`src/rtl/stopwatch_cu.sv`:
```
// stopwatch_cu: stopwatch control FSM, 1/100 s time-base, centisecond/second counters and lap hold.
// Ports: clk, rst (sync, active-high); btn_run_stop / btn_clear / btn_lap debounced button levels;
//        msec (0-99) and sec (0-59) displayed time; running (FSM in RUN); lap_active (display frozen on lap).
module stopwatch_cu #(
  parameter int CLK_FREQ = 100_000_000,
  parameter int TICK_HZ  = 100
) (
  input  logic       clk,
  input  logic       rst,
  input  logic       btn_run_stop,
  input  logic       btn_clear,
  input  logic       btn_lap,
  output logic [6:0] msec,
  output logic [5:0] sec,
  output logic       running,
  output logic       lap_active
);
  localparam int TICK_DIV = CLK_FREQ / TICK_HZ;
  localparam int TW = (TICK_DIV > 1) ? $clog2(TICK_DIV) : 1;
  typedef enum logic [1:0] {STOP, RUN, CLEAR} state_t;
  state_t state_q;
  logic first_q, rs_dq, clr_dq, lap_dq;
  logic [TW-1:0] tick_cnt_q;
  logic [6:0] msec_q, lap_msec_q, msec_d;
  logic [5:0] sec_q, lap_sec_q, sec_d;
  logic running_q, lap_active_q;
  logic edge_rs, edge_clr, edge_lap, tick;
  // first_q masks the first cycle after reset so a button already held high
  // while reset releases is absorbed into the delay register, not seen as an edge.
  always_comb begin
    edge_rs  = btn_run_stop & ~rs_dq & ~first_q;
    edge_clr = btn_clear & ~clr_dq & ~first_q;
    edge_lap = btn_lap & ~lap_dq & ~first_q;
    tick     = (state_q == RUN) && (tick_cnt_q == TW'(TICK_DIV - 1));
    msec_d   = tick ? ((msec_q == 7'd99) ? 7'd0 : msec_q + 7'd1) : msec_q;
    sec_d    = (tick && msec_q == 7'd99) ? ((sec_q == 6'd59) ? 6'd0 : sec_q + 6'd1) : sec_q;
    msec       = lap_active_q ? lap_msec_q : msec_q;
    sec        = lap_active_q ? lap_sec_q : sec_q;
    running    = running_q;
    lap_active = lap_active_q;
  end
  always_ff @(posedge clk) begin
    if (rst) begin
      state_q      <= STOP;
      first_q      <= 1'b1;
      rs_dq        <= 1'b0;
      clr_dq       <= 1'b0;
      lap_dq       <= 1'b0;
      tick_cnt_q   <= '0;
      msec_q       <= '0;
      sec_q        <= '0;
      lap_msec_q   <= '0;
      lap_sec_q    <= '0;
      running_q    <= 1'b0;
      lap_active_q <= 1'b0;
    end else begin
      first_q <= 1'b0;
      rs_dq   <= btn_run_stop;
      clr_dq  <= btn_clear;
      lap_dq  <= btn_lap;
      case (state_q)
        STOP: begin
          // tick counter and time counters hold, preserving sub-tick phase across pause
          if (edge_clr) begin
            state_q <= CLEAR;
          end else if (edge_rs) begin
            state_q   <= RUN;
            running_q <= 1'b1;
          end
          if (edge_lap && lap_active_q) lap_active_q <= 1'b0;
        end
        RUN: begin
          tick_cnt_q <= tick ? '0 : tick_cnt_q + TW'(1);
          msec_q     <= msec_d;
          sec_q      <= sec_d;
          if (edge_rs) begin
            state_q   <= STOP;
            running_q <= 1'b0;
          end
          // capture takes the pre-increment counter value when it coincides with a tick
          if (edge_lap) begin
            lap_active_q <= ~lap_active_q;
            if (!lap_active_q) begin
              lap_msec_q <= msec_q;
              lap_sec_q  <= sec_q;
            end
          end
        end
        default: begin
          state_q      <= STOP;
          running_q    <= 1'b0;
          tick_cnt_q   <= '0;
          msec_q       <= '0;
          sec_q        <= '0;
          lap_msec_q   <= '0;
          lap_sec_q    <= '0;
          lap_active_q <= 1'b0;
        end
      endcase
    end
  end
endmodule
```
`config.mk`:
```
export PLATFORM = sky130hd
export DESIGN_NAME = stopwatch_cu
export DESIGN_NICKNAME = d
export VERILOG_FILES = /design/src/rtl/stopwatch_cu.sv
export SDC_FILE = /design/constraint.sdc
export NUM_CORES = 1
export LEC_CHECK = 0
export BUFFER_PORTS_ARGS = -buffer_cell sky130_fd_sc_hd__buf_2
export CELL_PAD_IN_SITES_DETAIL_PLACEMENT = 0
export CELL_PAD_IN_SITES_GLOBAL_PLACEMENT = 1
export CORE_UTILIZATION = 41
export CTS_BUF_LIST = sky130_fd_sc_hd__clkbuf_16
export DETAILED_ROUTE_END_ITERATION = 10
export PLACE_DENSITY_LB_ADDON = 0.05
export SLEW_MARGIN = 0
export SYNTH_ARGS = -nofsm -noshare
export SYNTH_HDL_FRONTEND = slang
export SYNTH_SLANG_ARGS = --single-unit
```
`constraint.sdc`:
```
create_clock -name clk -period 2.03 [get_ports clk]
set_input_delay 0.406 -clock clk [delete_from_list [all_inputs] [get_ports clk]]
set_output_delay 0.406 -clock clk [all_outputs]
set_load 0.01 [all_outputs]
```
==> results of run 1 <==
final cells by class:
type                       count  area (um^2)  share of cell area (%)
clock buffer                   5          125                    3.97
multi-input combinational    233         1490                    47.4
timing repair buffer          44          299                    9.48
clock inverter                 3         41.3                    1.31
tap                           75         93.8                    2.98
inverter                       5         18.8                   0.595
sequential                    54         1080                    34.3
flip-flops by register name, indices dropped and copies added (netlist names), 2 cells and up:
| name | flops |
|---|---|
| sec_q | 6 |
| tick_cnt_q | 20 |
| state_q | 2 |
| msec_q | 7 |
| lap_msec_q | 7 |
| lap_sec_q | 6 |
cell usage in the layout (no fill, tap or decap), drive strengths merged, types with 2 or more instances in the layout:
| cell type | netlist | layout |
|---|---|---|
| dfxtp | 54 | 54 |
| buf | 3 | 44 |
| nand3 | 33 | 33 |
| nand2 | 30 | 30 |
| nor2 | 28 | 28 |
| a21oi | 17 | 17 |
| mux2i | 17 | 17 |
| o21ai | 16 | 16 |
| mux2 | 13 | 13 |
| or3 | 12 | 12 |
| nor2b | 7 | 7 |
| xnor2 | 6 | 6 |
| inv | 5 | 6 |
| nand4 | 6 | 6 |
| and3 | 5 | 5 |
| clkbuf | 12 | 5 |
| nor4 | 4 | 4 |
| or4 | 4 | 4 |
| and4 | 3 | 3 |
| or3b | 3 | 3 |
| a21o | 3 | 3 |
| ha | 3 | 3 |
| nor3 | 3 | 3 |
| nand4b | 2 | 2 |
| nand2b | 2 | 2 |
| xor2 | 2 | 2 |
| o311ai | 2 | 2 |
where the power goes:
group	internal [W]	total, W	switching [W]
Sequential	0.00107	0.00107	0.00000405
Clock	0.000578	0.000959	0.000381
Combinational	0.0000317	0.0000870	0.0000553
stage by stage:
| step | setup slack, ns | total power (W) | setup TNS (ns) | util, % |
|---|---|---|---|---|
| floorplan | -0.0197 | 0.00115 | -0.0412 | - |
| global placement | -0.0920 | 0.00118 | -0.448 | 48.6 |
| detailed placement | -0.151 | 0.00118 | -1.19 | 48.6 |
| CTS | 0.0440 | 0.00214 | 0 | 51.6 |
| global route | 0.00385 | 0.00219 | 0 | 52.0 |
| finish | 0.0791 | 0.00212 | 0 | 52.0 |
logic make-up (layout without fill, tap and decap cells):
| logic type | count (synthesis) | in the layout | share of synthesized area [%] |
|---|---|---|---|
| buffers and inverters | 20 | 57 | 2.86 |
| AND/OR/NAND/NOR | 147 | 147 | 30.0 |
| adder cells (fa/ha/maj) | 3 | 3 | 1.43 |
| multiplexers | 30 | 30 | 12.0 |
| XOR/XNOR | 8 | 8 | 2.67 |
| flip-flops | 54 | 54 | 41.1 |
| AO/OA/AOI/OAI | 45 | 45 | 9.86 |
layer usage:
| metal | track usage, % | share of wire, % | vias to the layer above | routed length (um) |
|---|---|---|---|---|
| met5 | 0 | 0 | - | 0 |
| met4 | 5.96 | 1.2 | 0 | 70 |
| met3 | 3.33 | 3.9 | 7 | 227 |
| met2 | 27.7 | 43 | 44 | 2510 |
| met1 | 27.7 | 52 | 1081 | 3060 |
| li1 | - | - | 1182 | - |
worst paths after layout:
path	start	end	slack [ns]
setup / recovery	tick_cnt_q[8]	sec_q[5]	0.08
hold reg to reg	running	running	0.47
hold / removal	btn_run_stop	rs_dq	0.35
setup reg to reg	tick_cnt_q[8]	sec_q[5]	0.08
repair_timing:
item                       CTS  global route
gates resized for setup      0             5
setup buffers                2             0
pin swaps                    1             0
setup endpoints to repair   20             6
==> run summary, run 1 <==
Outcome - finished, final reports clean
Clock transition at path regs - 0.07 ns
Drt first pass iters - 5
Seq/Total Area, Yosys - 41.1%
WL/cell - 14.0 um
Core footprint - 6060 um^2
I/O pin count - 20
Fin cells - 419
RSZ-0062 raised after global routing - false
Worst Setup End Kind - flop
Yosys warnings - 0
Startpoint Class - flop
CP peak stage delay - 0.54 ns
Final hold vios - 0
CTS Buf Count - 5
Diode count - 0
Die extent in y - 82.1 um
Final Critical Period - 1.95 ns
Synth cell count leaders - dfxtp_1, nand3_1, nand2_1
Post-synth EDFFs - 0
Post-DRT Antenna Nets - 0
Dominant synthesized flop cell - dfxtp_1
Filler cell count in the final layout - 602
Worst slew pin tran - 0.668 ns
Via Count - 2314
Placed insts - 409
Initial antenna violation count - 0
Largest net degree at the start of global routing - 33
FF-to-FF path depth - 6
Final Skew - 0.00474 ns
DRC viols - 0
Leak - 1.19 nW
Levels on crit path - 6
#FFs+latches synth - 54
Max frequency - 513 MHz
Hold path cells - 2
Buffers on Ports - 19
Root cell of the clock tree - clkbuf_16
Top cell type's share of synthesized area - 41.1%
Period utilization - 96.1%
Routed WL - 5.87 mm
Top-count cell post-synth - dfxtp_1
Fin nets - 351
Total track usage - 18.9%
CP max-delay cell - or4_4
Design area - 3150 um^2
CP arrival - 2.13 ns
Final Max Slew Viols - 0
Clk_lat worst skew - 0.29 ns
Number of global-route vias before repair - 1997
Synth cell types - 42
Max Fanout on Critical Path - 8
H-tree lvl count - 2
Total of max-cap violations - 0
Die area - 6730 um^2
Ys async rst share - 0%
DPL Wire Length - 4.13 mm
Worst vdd ir - 0.444 mV
Area contributors post-synth - dfxtp_1, mux2i_1, nand3_1
Tightest Hold Check Type - in -> reg
Gp weighted congestion - 0.803
First-pass GRT wire length - 9.72 mm
Synthesized area - 2630 um^2
Die Width - 82.1 um
Maximum buffer depth of the clock tree - 2
CTS tree - done
CP Cell Sequence - or4_4 -> nor4_4 -> buf_6 -> and4_1 -> o21ai_0 -> a22o_1
Post-synth net total - 315
Initial DRC count - 97
Starting Density - 43.4%
Post-synth top area cell - dfxtp_1
Floorplan row count - 28
Crit Path Class - reg -> reg
Vias per Instance - 5.52
Placed cell area - 2950 um^2
Post-Synthesis Cells - 307
Worst hold slack - 0.350 ns
CTS Sinks - 54
Total global routing overflow - 0
Worst EP required - 2.21 ns
Crit path buffers/inverters - 1
Mean Syn Cell Area - 8.56 um^2
Power Density - 671 nW/um^2
Layout cell share with drive strength beyond 1 - 22.1%
Post-CTS Hold Fix Bufs - 0
Delay-heaviest family, CP - simple AND/OR/NAND/NOR gates
Final setup violation count - 0
Syn-to-layout area delta - 20.0%
Rel. slew slack - 55.5%
Power figures use the tool's default switching activity.
==> run 2, diff against run 1 <==
==> constraint.sdc (replaced) <==
create_clock -name clk -period 1.68 [get_ports clk]
set_input_delay 0.336 -clock clk [delete_from_list [all_inputs] [get_ports clk]]
set_output_delay 0.336 -clock clk [all_outputs]
set_load 0.01 [all_outputs]
==> run 2 against run 1 <==
Net effect: the flow now finishes with violations (setup timing); clock skew hardly changed; non-clock buffer count rose by 38; sequential share of layout area decreased by 3.4 points; critical path type unchanged; critical endpoint is now msec_q[5].
==> run summary, run 2 (synthesis gave the netlist of run 1 again) <==
Period utilization - 115% (+19 points)
Fin nets - 389 (+11%)
Outcome - complete, but fails checks
Final Skew - 0.00508 ns (+0.000341 ns)
Die Width - 82.1 um (unchanged)
Switch Pwr - 0.000553 W (+25%)
Gp weighted congestion - 0.807 (+0.52%)
Worst setup margin - -0.260 ns (-0.339 ns)
Starting Density - 43.4% (unchanged)
RSZ-0062 raised after global routing - true
Clock transition at path regs - 0.07 ns (about the same)
Largest Register - tick_cnt_q
Final Critical Period - 1.94 ns (-0.0111 ns)
Routed WL - 6.31 mm (+7.5%)
Die extent in y - 82.1 um (unchanged)
Vias per Instance - 5.30 (-4.1%)
Max Fanout on Critical Path - 7 (-1)
Startpoint Class - flop
Layout Utilization - 58.3% (+6.2 points)
Placed cell area - 3230 um^2 (+9.6%)
Total of max-cap violations - 0 (unchanged)
Final Max Slew Viols - 0 (unchanged)
RR Endpoint - msec_q[5]
Total global routing overflow - 0 (unchanged)
Placed insts - 442 (+8.1%)
Worst EP required - 1.91 ns (-0.30 ns)
WL/cell - 13.8 um (-1.4%)
Drt first pass iters - 4 (-1)
Largest regs - tick_cnt_q: 20 flops, lap_msec_q: 7 flops, msec_q: 7 flops
Setup WS pre-CTS - -0.310 ns (-0.159 ns)
Total track usage - 19.4% (+0.52 points)
Final setup violation count - 32 (+32)
Logic pwr share - 5.2% (+1.1 points)
Commonest non-fill, non-tap cells in the layout - buf_4, dfxtp_1, nand3_1, nand2_1, nor2_1
First-pass GRT wire length - 9.74 mm (+0.13%)
Reg power frac - 52.8% (+2.2 points)
Post-DRT Antenna Nets - 0 (unchanged)
CTS Sinks - 54 (unchanged)
Maximum buffer depth of the clock tree - 2 (unchanged)
Via Count - 2420 (+4.6%)
Rel. slew slack - 73.6% (+18 points)
Clk network pwr share - 42.0% (-3.3 points)
Leak - 1.40 nW (+18%)
Floorplan row count - 28 (unchanged)
Hold path cells - 2 (unchanged)
Worst Setup End Kind - flop
Internal reg-to-reg setup slack - -0.26 ns (-0.34 ns)
FF-to-FF path depth - 6 (unchanged)
Violated checks - setup timing
Design area - 3530 um^2 (+12%)
Layout cell share with drive strength beyond 1 - 33.8% (+12 points)
I/O pin count - 20 (unchanged)
Initial antenna violation count - 0 (unchanged)
H-tree lvl count - 2 (unchanged)
Power Density - 694 nW/um^2 (+3.3%)
Core footprint - 6060 um^2 (unchanged)
DRC viols - 0 (unchanged)
Internal power - 0.00190 W (+13%)
CP arrival - 2.17 ns (+0.04 ns)
Die area - 6730 um^2 (unchanged)
Max frequency - 516 MHz (+0.57%)
Post-CTS Hold Fix Bufs - 0 (unchanged)
Syn-to-layout area delta - 34.4%
Initial DRC count - 130 (+34%)
Root cell of the clock tree - clkbuf_16
DPL Wire Length - 4.41 mm (+6.8%)
Crit Path Class - reg -> reg
Most common cell after layout, fill and taps aside - buf_4
Clk_lat worst skew - 0.29 ns (about the same)
CTS tree - done
Worst hold endpoint - rs_dq
Buffers on Ports - 19 (unchanged)
Largest net degree at the start of global routing - 20 (-39%)
Tightest Hold Check Type - in -> reg
Worst vdd ir - 0.465 mV (+4.6%)
Hold_sp - btn_run_stop
CTS Buf Count - 5 (unchanged)
Fin cells - 457 (+9.1%)
Worst hold slack - 0.266 ns (-0.0833 ns)
RR Startpoint - tick_cnt_q[8]
Worst slew pin tran - 0.396 ns (-0.272 ns)
Max FFs per register - 20 (unchanged)
Number of global-route vias before repair - 1998 (+0.050%)
Final hold vios - 0 (unchanged)
Diode count - 0 (unchanged)
Switching Share - 22.6% (+1.8 points)
## run 2: how the worst max path moves through the flow
stage	start	to	cells after the start
floorplan	tick_cnt_q[8]	sec_q[3]	5
global placement	tick_cnt_q[8]	sec_q[3]	6
detailed placement	tick_cnt_q[8]	sec_q[4]	6
CTS	tick_cnt_q[8]	msec_q[0]	6
global route	tick_cnt_q[8]	msec_q[5]	6
finish	tick_cnt_q[8]	msec_q[5]	6
## run 2: power groups by stage
stage / clock network, W / registers (W) / logic [W]
3_3_place_gp: 0 / 0.00132 / 0.000122
6_report: 0.00103 / 0.00129 / 0.000127
4_1_cts: 0.00105 / 0.00129 / 0.000124
3_5_place_dp: 0 / 0.00132 / 0.000120
5_1_grt: 0.00111 / 0.00130 / 0.000137
2_1_floorplan: 0 / 0.00133 / 0.0000640
## run 2: layout make-up
type,instances,area [um^2]
clock buffer,5,125
clock inverter,3,21.3
fill,556,2530
inverter,5,18.8
multi-input combinational,233,1530
sequential,54,1090
tap,75,93.8
timing repair buffer,82,651
## run 2: routing by layer
metal	track usage, %	routed length (um)	up-vias
li1	-	-	1255
met1	27.7	3290	1122
met2	28.8	2730	36
met3	4.33	205	7
met4	6.32	82	0
met5	0	0	-
## run 2: stage by stage
stage                     power (W)  TNS (ns)
after floorplan             0.00139     -5.97
after global placement      0.00145     -5.45
after detailed placement    0.00144     -6.18
after CTS                   0.00247     -5.52
after global routing        0.00254     -8.06
final                       0.00245     -5.41
## run 2: critical path, cell delays in order, from the launching register on
cell and delay [ns]:
dfxtp_1 0.31, or4_4 0.54, nor4_4 0.27, buf_6 0.16
nand2_2 0.08, or3_1 0.36, a21oi_1 0.15
## run 2: timing repair
item,CTS,global route
buffers inserted,5,1
gates resized for setup,16,9
gates cloned,0,1
pin swaps,4,0
endpoints found under the setup margin,45,45
==> run 3, diff against run 2 <==
--- a/config.mk
+++ b/config.mk
@@ -5,10 +5,11 @@
 export SDC_FILE = /design/constraint.sdc
 export NUM_CORES = 1
 export LEC_CHECK = 0
+export ABC_AREA = 1
 export BUFFER_PORTS_ARGS = -buffer_cell sky130_fd_sc_hd__buf_2
 export CELL_PAD_IN_SITES_DETAIL_PLACEMENT = 0
 export CELL_PAD_IN_SITES_GLOBAL_PLACEMENT = 1
-export CORE_UTILIZATION = 41
+export CORE_UTILIZATION = 39
 export CTS_BUF_LIST = sky130_fd_sc_hd__clkbuf_16
 export DETAILED_ROUTE_END_ITERATION = 10
 export PLACE_DENSITY_LB_ADDON = 0.05
==> run 3 against run 2 <==
Net effect: the run now ends clean; synthesized cell count is 37% higher; worst setup slack improved by 0.40 ns; worst hold slack lost 0.012 ns; sequential share of layout area rose by 2.9 points; synthesized area up 7.2%; register-to-register slack improved by 0.41 ns; sequential power about the same; via count up 8.3%; power up 7.5%; clock-buffer cell count stayed put; non-clock buffer count fell by 52; clock skew up 0.0016 ns.
==> run summary, run 3 <==
Final hold vios - 0 (unchanged)
Maximum buffer depth of the clock tree - 2 (unchanged)
Post-Synthesis Cells - 420 (+37%)
Syn-to-layout area delta - 14.0%
Number of global-route vias before repair - 2442 (+22%)
Area contributors post-synth - dfxtp_1, nand2_1, nor2_1
Diode count - 0 (unchanged)
Largest Register - tick_cnt_q
Synthesized area - 2820 um^2 (+7.2%)
DPL Wire Length - 4.80 mm (+8.8%)
Starting Density - 41.0% (-2.4 points)
Die area - 7570 um^2 (+12%)
CTS Buf Count - 5 (unchanged)
RR Startpoint - tick_cnt_q[0]
Floorplan row count - 30 (+7.1%)
CP peak stage delay - 0.32 ns (-0.22 ns)
RR Endpoint - sec_q[5]
Crit Path Class - reg -> out
Register area - 1080 um^2 (-0.46%)
Post-synth top area cell - dfxtp_1
Dominant synthesized flop cell - dfxtp_1
Max FFs per register - 20 (unchanged)
Outcome - finished, final reports clean
Footprint of the multi-input gates - 1510 um^2 (-1.5%)
Largest net degree at the start of global routing - 25 (+25%)
Initial antenna violation count - 0 (unchanged)
Post-DRT Antenna Nets - 0 (unchanged)
Die Width - 87.0 um (+6.0%)
Clk_lat worst skew - 0.29 ns (about the same)
Synth cell types - 35 (-17%)
Core footprint - 6870 um^2 (+13%)
Vias per Instance - 4.85 (-8.4%)
Placed cell area - 3030 um^2 (-6.2%)
Final Critical Period - 1.54 ns (-0.396 ns)
FF-to-FF path depth - 9 (+3)
Max Fanout on Critical Path - 24 (+17)
Internal reg-to-reg setup slack - 0.15 ns (+0.41 ns)
#FFs+latches synth - 54 (unchanged)
H-tree lvl count - 2 (unchanged)
Hold_sp - btn_clear
I/O pin count - 20 (unchanged)
Root cell of the clock tree - clkbuf_16
Final setup violation count - 0 (-100%)
Top-count cell post-synth - nand2_1
Routed WL - 6.60 mm (+4.6%)
Worst vdd ir - 0.530 mV (+14%)
Post-CTS Hold Fix Bufs - 0 (unchanged)
Fin nets - 451 (+16%)
Post-synth EDFFs - 0 (unchanged)
Worst hold slack - 0.255 ns (-0.0118 ns)
Total track usage - 19.5% (+0.085 points)
CP Cell Sequence - buf_6 -> o21ai_0 -> buf_2
Buffers on Ports - 19 (unchanged)
CTS Sinks - 54 (unchanged)
Layout cell share with drive strength beyond 1 - 13.7% (-20 points)
Final Max Slew Viols - 0 (unchanged)
Crit path buffers/inverters - 2 (+1)
Clock transition at path regs - 0.07 ns (about the same)
Post-synth net total - 428 (+36%)
CP arrival - 1.21 ns (-0.96 ns)
Max frequency - 648 MHz (+26%)
Worst Setup SP - lap_active
Rel. slew slack - 73.0% (-0.62 points)
Most common cell after layout, fill and taps aside - nand2_1
Ys async rst share - 0% (unchanged)
Initial DRC count - 117 (-10%)
Worst EP required - 1.34 ns (-0.57 ns)
Power Density - 820 nW/um^2 (+18%)
Top cell type's share of synthesized area - 38.4% (-2.8 points)
Mean Syn Cell Area - 6.71 um^2 (-22%)
Die extent in y - 87.0 um (+6.0%)
Via Count - 2620 (+8.3%)
Gp weighted congestion - 0.805 (-0.26%)
CTS tree - done
DRC viols - 0 (unchanged)
Total global routing overflow - 0 (unchanged)
WL/cell - 12.2 um (-12%)
Hold path cells - 3 (+1)
Largest regs - tick_cnt_q: 20 flops, lap_msec_q: 7 flops, msec_q: 7 flops
First-pass GRT wire length - 11.6 mm (+19%)
Synth cell count leaders - nand2_1, nor2_1, dfxtp_1
Filler cell count in the final layout - 757 (+36%)
Yosys warnings - 0 (unchanged)
Tightest Hold Check Type - in -> reg
Final Skew - 0.00671 ns (+0.00162 ns)
Layout Utilization - 46.7% (-12 points)
Leak - 1.26 nW (-10%)
Setup TNS - 0 ns (+5.41 ns)
CP max-delay cell - dfxtp_1
Delay-heaviest family, CP - buffers and inverters
Worst slew pin tran - 0.405 ns (+0.00887 ns)
Period utilization - 91.9% (-24 points)
Levels on crit path - 3 (-3)
Worst Setup End Kind - primary output
Startpoint Class - flop
Drt first pass iters - 4 (unchanged)
Design area - 3210 um^2 (-9.1%)
Total of max-cap violations - 0 (unchanged)
Commonest non-fill, non-tap cells in the layout - nand2_1, nor2_1, dfxtp_1, inv_1, a21oi_1
Crit path to - msec[3]
Seq/Total Area, Yosys - 38.4% (-2.8 points)
[run 3: power by group]
| part | leakage (nW) | total, W | internal [W] | switching [W] |
|---|---|---|---|---|
| combinational | 0.735 | 0.000172 | 0.0000518 | 0.000120 |
| sequential | 0.438 | 0.00131 | 0.00130 | 0.0000127 |
| clock | 0.0864 | 0.00115 | 0.000693 | 0.000458 |
| total | 1.26 | 0.00263 | 0.00204 | 0.000591 |
[run 3: final cells by class]
cell class              count  share of cell area, %
inverters                  40                   4.75
flip-flops and latches     54                   33.8
clock buffers               5                   3.90
clock inverters             3                   1.17
multi-input cells         312                   47.0
well taps                  96                   3.74
repair buffers             30                   5.65
[run 3: kinds of logic after synthesis]
group           Yosys count  share of synthesized area, %
compound gates           63                          12.0
xor+xnor                  9                          2.80
flops                    54                          38.4
fa+ha+maj                 3                          1.33
simple gates            237                          37.1
buf+inv                  54                          8.40
[run 3: how the worst min path moves through the flow]
stage,slack [ns],end
floorplan,0.36,first_q
global placement,0.45,running
detailed placement,0.45,lap_sec_q[3]
CTS,0.25,rs_dq
global route,0.26,rs_dq
finish,0.25,clr_dq
[run 3: what timing repair did]
item,CTS,global route
gates resized for setup,0,10
hold endpoints to repair,0,0
setup buffers,0,0
endpoints found under the setup margin,0,21
[run 3: metrics by stage]
stage                     setup slack, ns  total power (W)  std cells
final                               0.136          0.00263        540
after detailed placement           0.0536          0.00151        532
after CTS                          0.0362          0.00267        540
after global placement              0.123          0.00151        532
after floorplan                     0.235          0.00146        420
after global routing             -0.00409          0.00274        540
[run 3: layer usage]
layer	share of wire (%)	up-vias	global-route usage (%)
li1	-	1389	-
met1	53	1200	28.1
met2	44	25	29.8
met3	2.3	6	3.70
met4	0.99	0	5.00
met5	0	-	0
[run 3: worst register-to-register path, stage by stage, from the launching register on]
cell and delay, ns:
dfxtp_2 0.35, ha_2 0.20, nand3_2 0.12, nor2_2 0.14, nand3_2 0.12, nand2_4 0.16, nand3_4 0.12, nor2_1 0.15
nand2_1 0.06, nand2_1 0.05
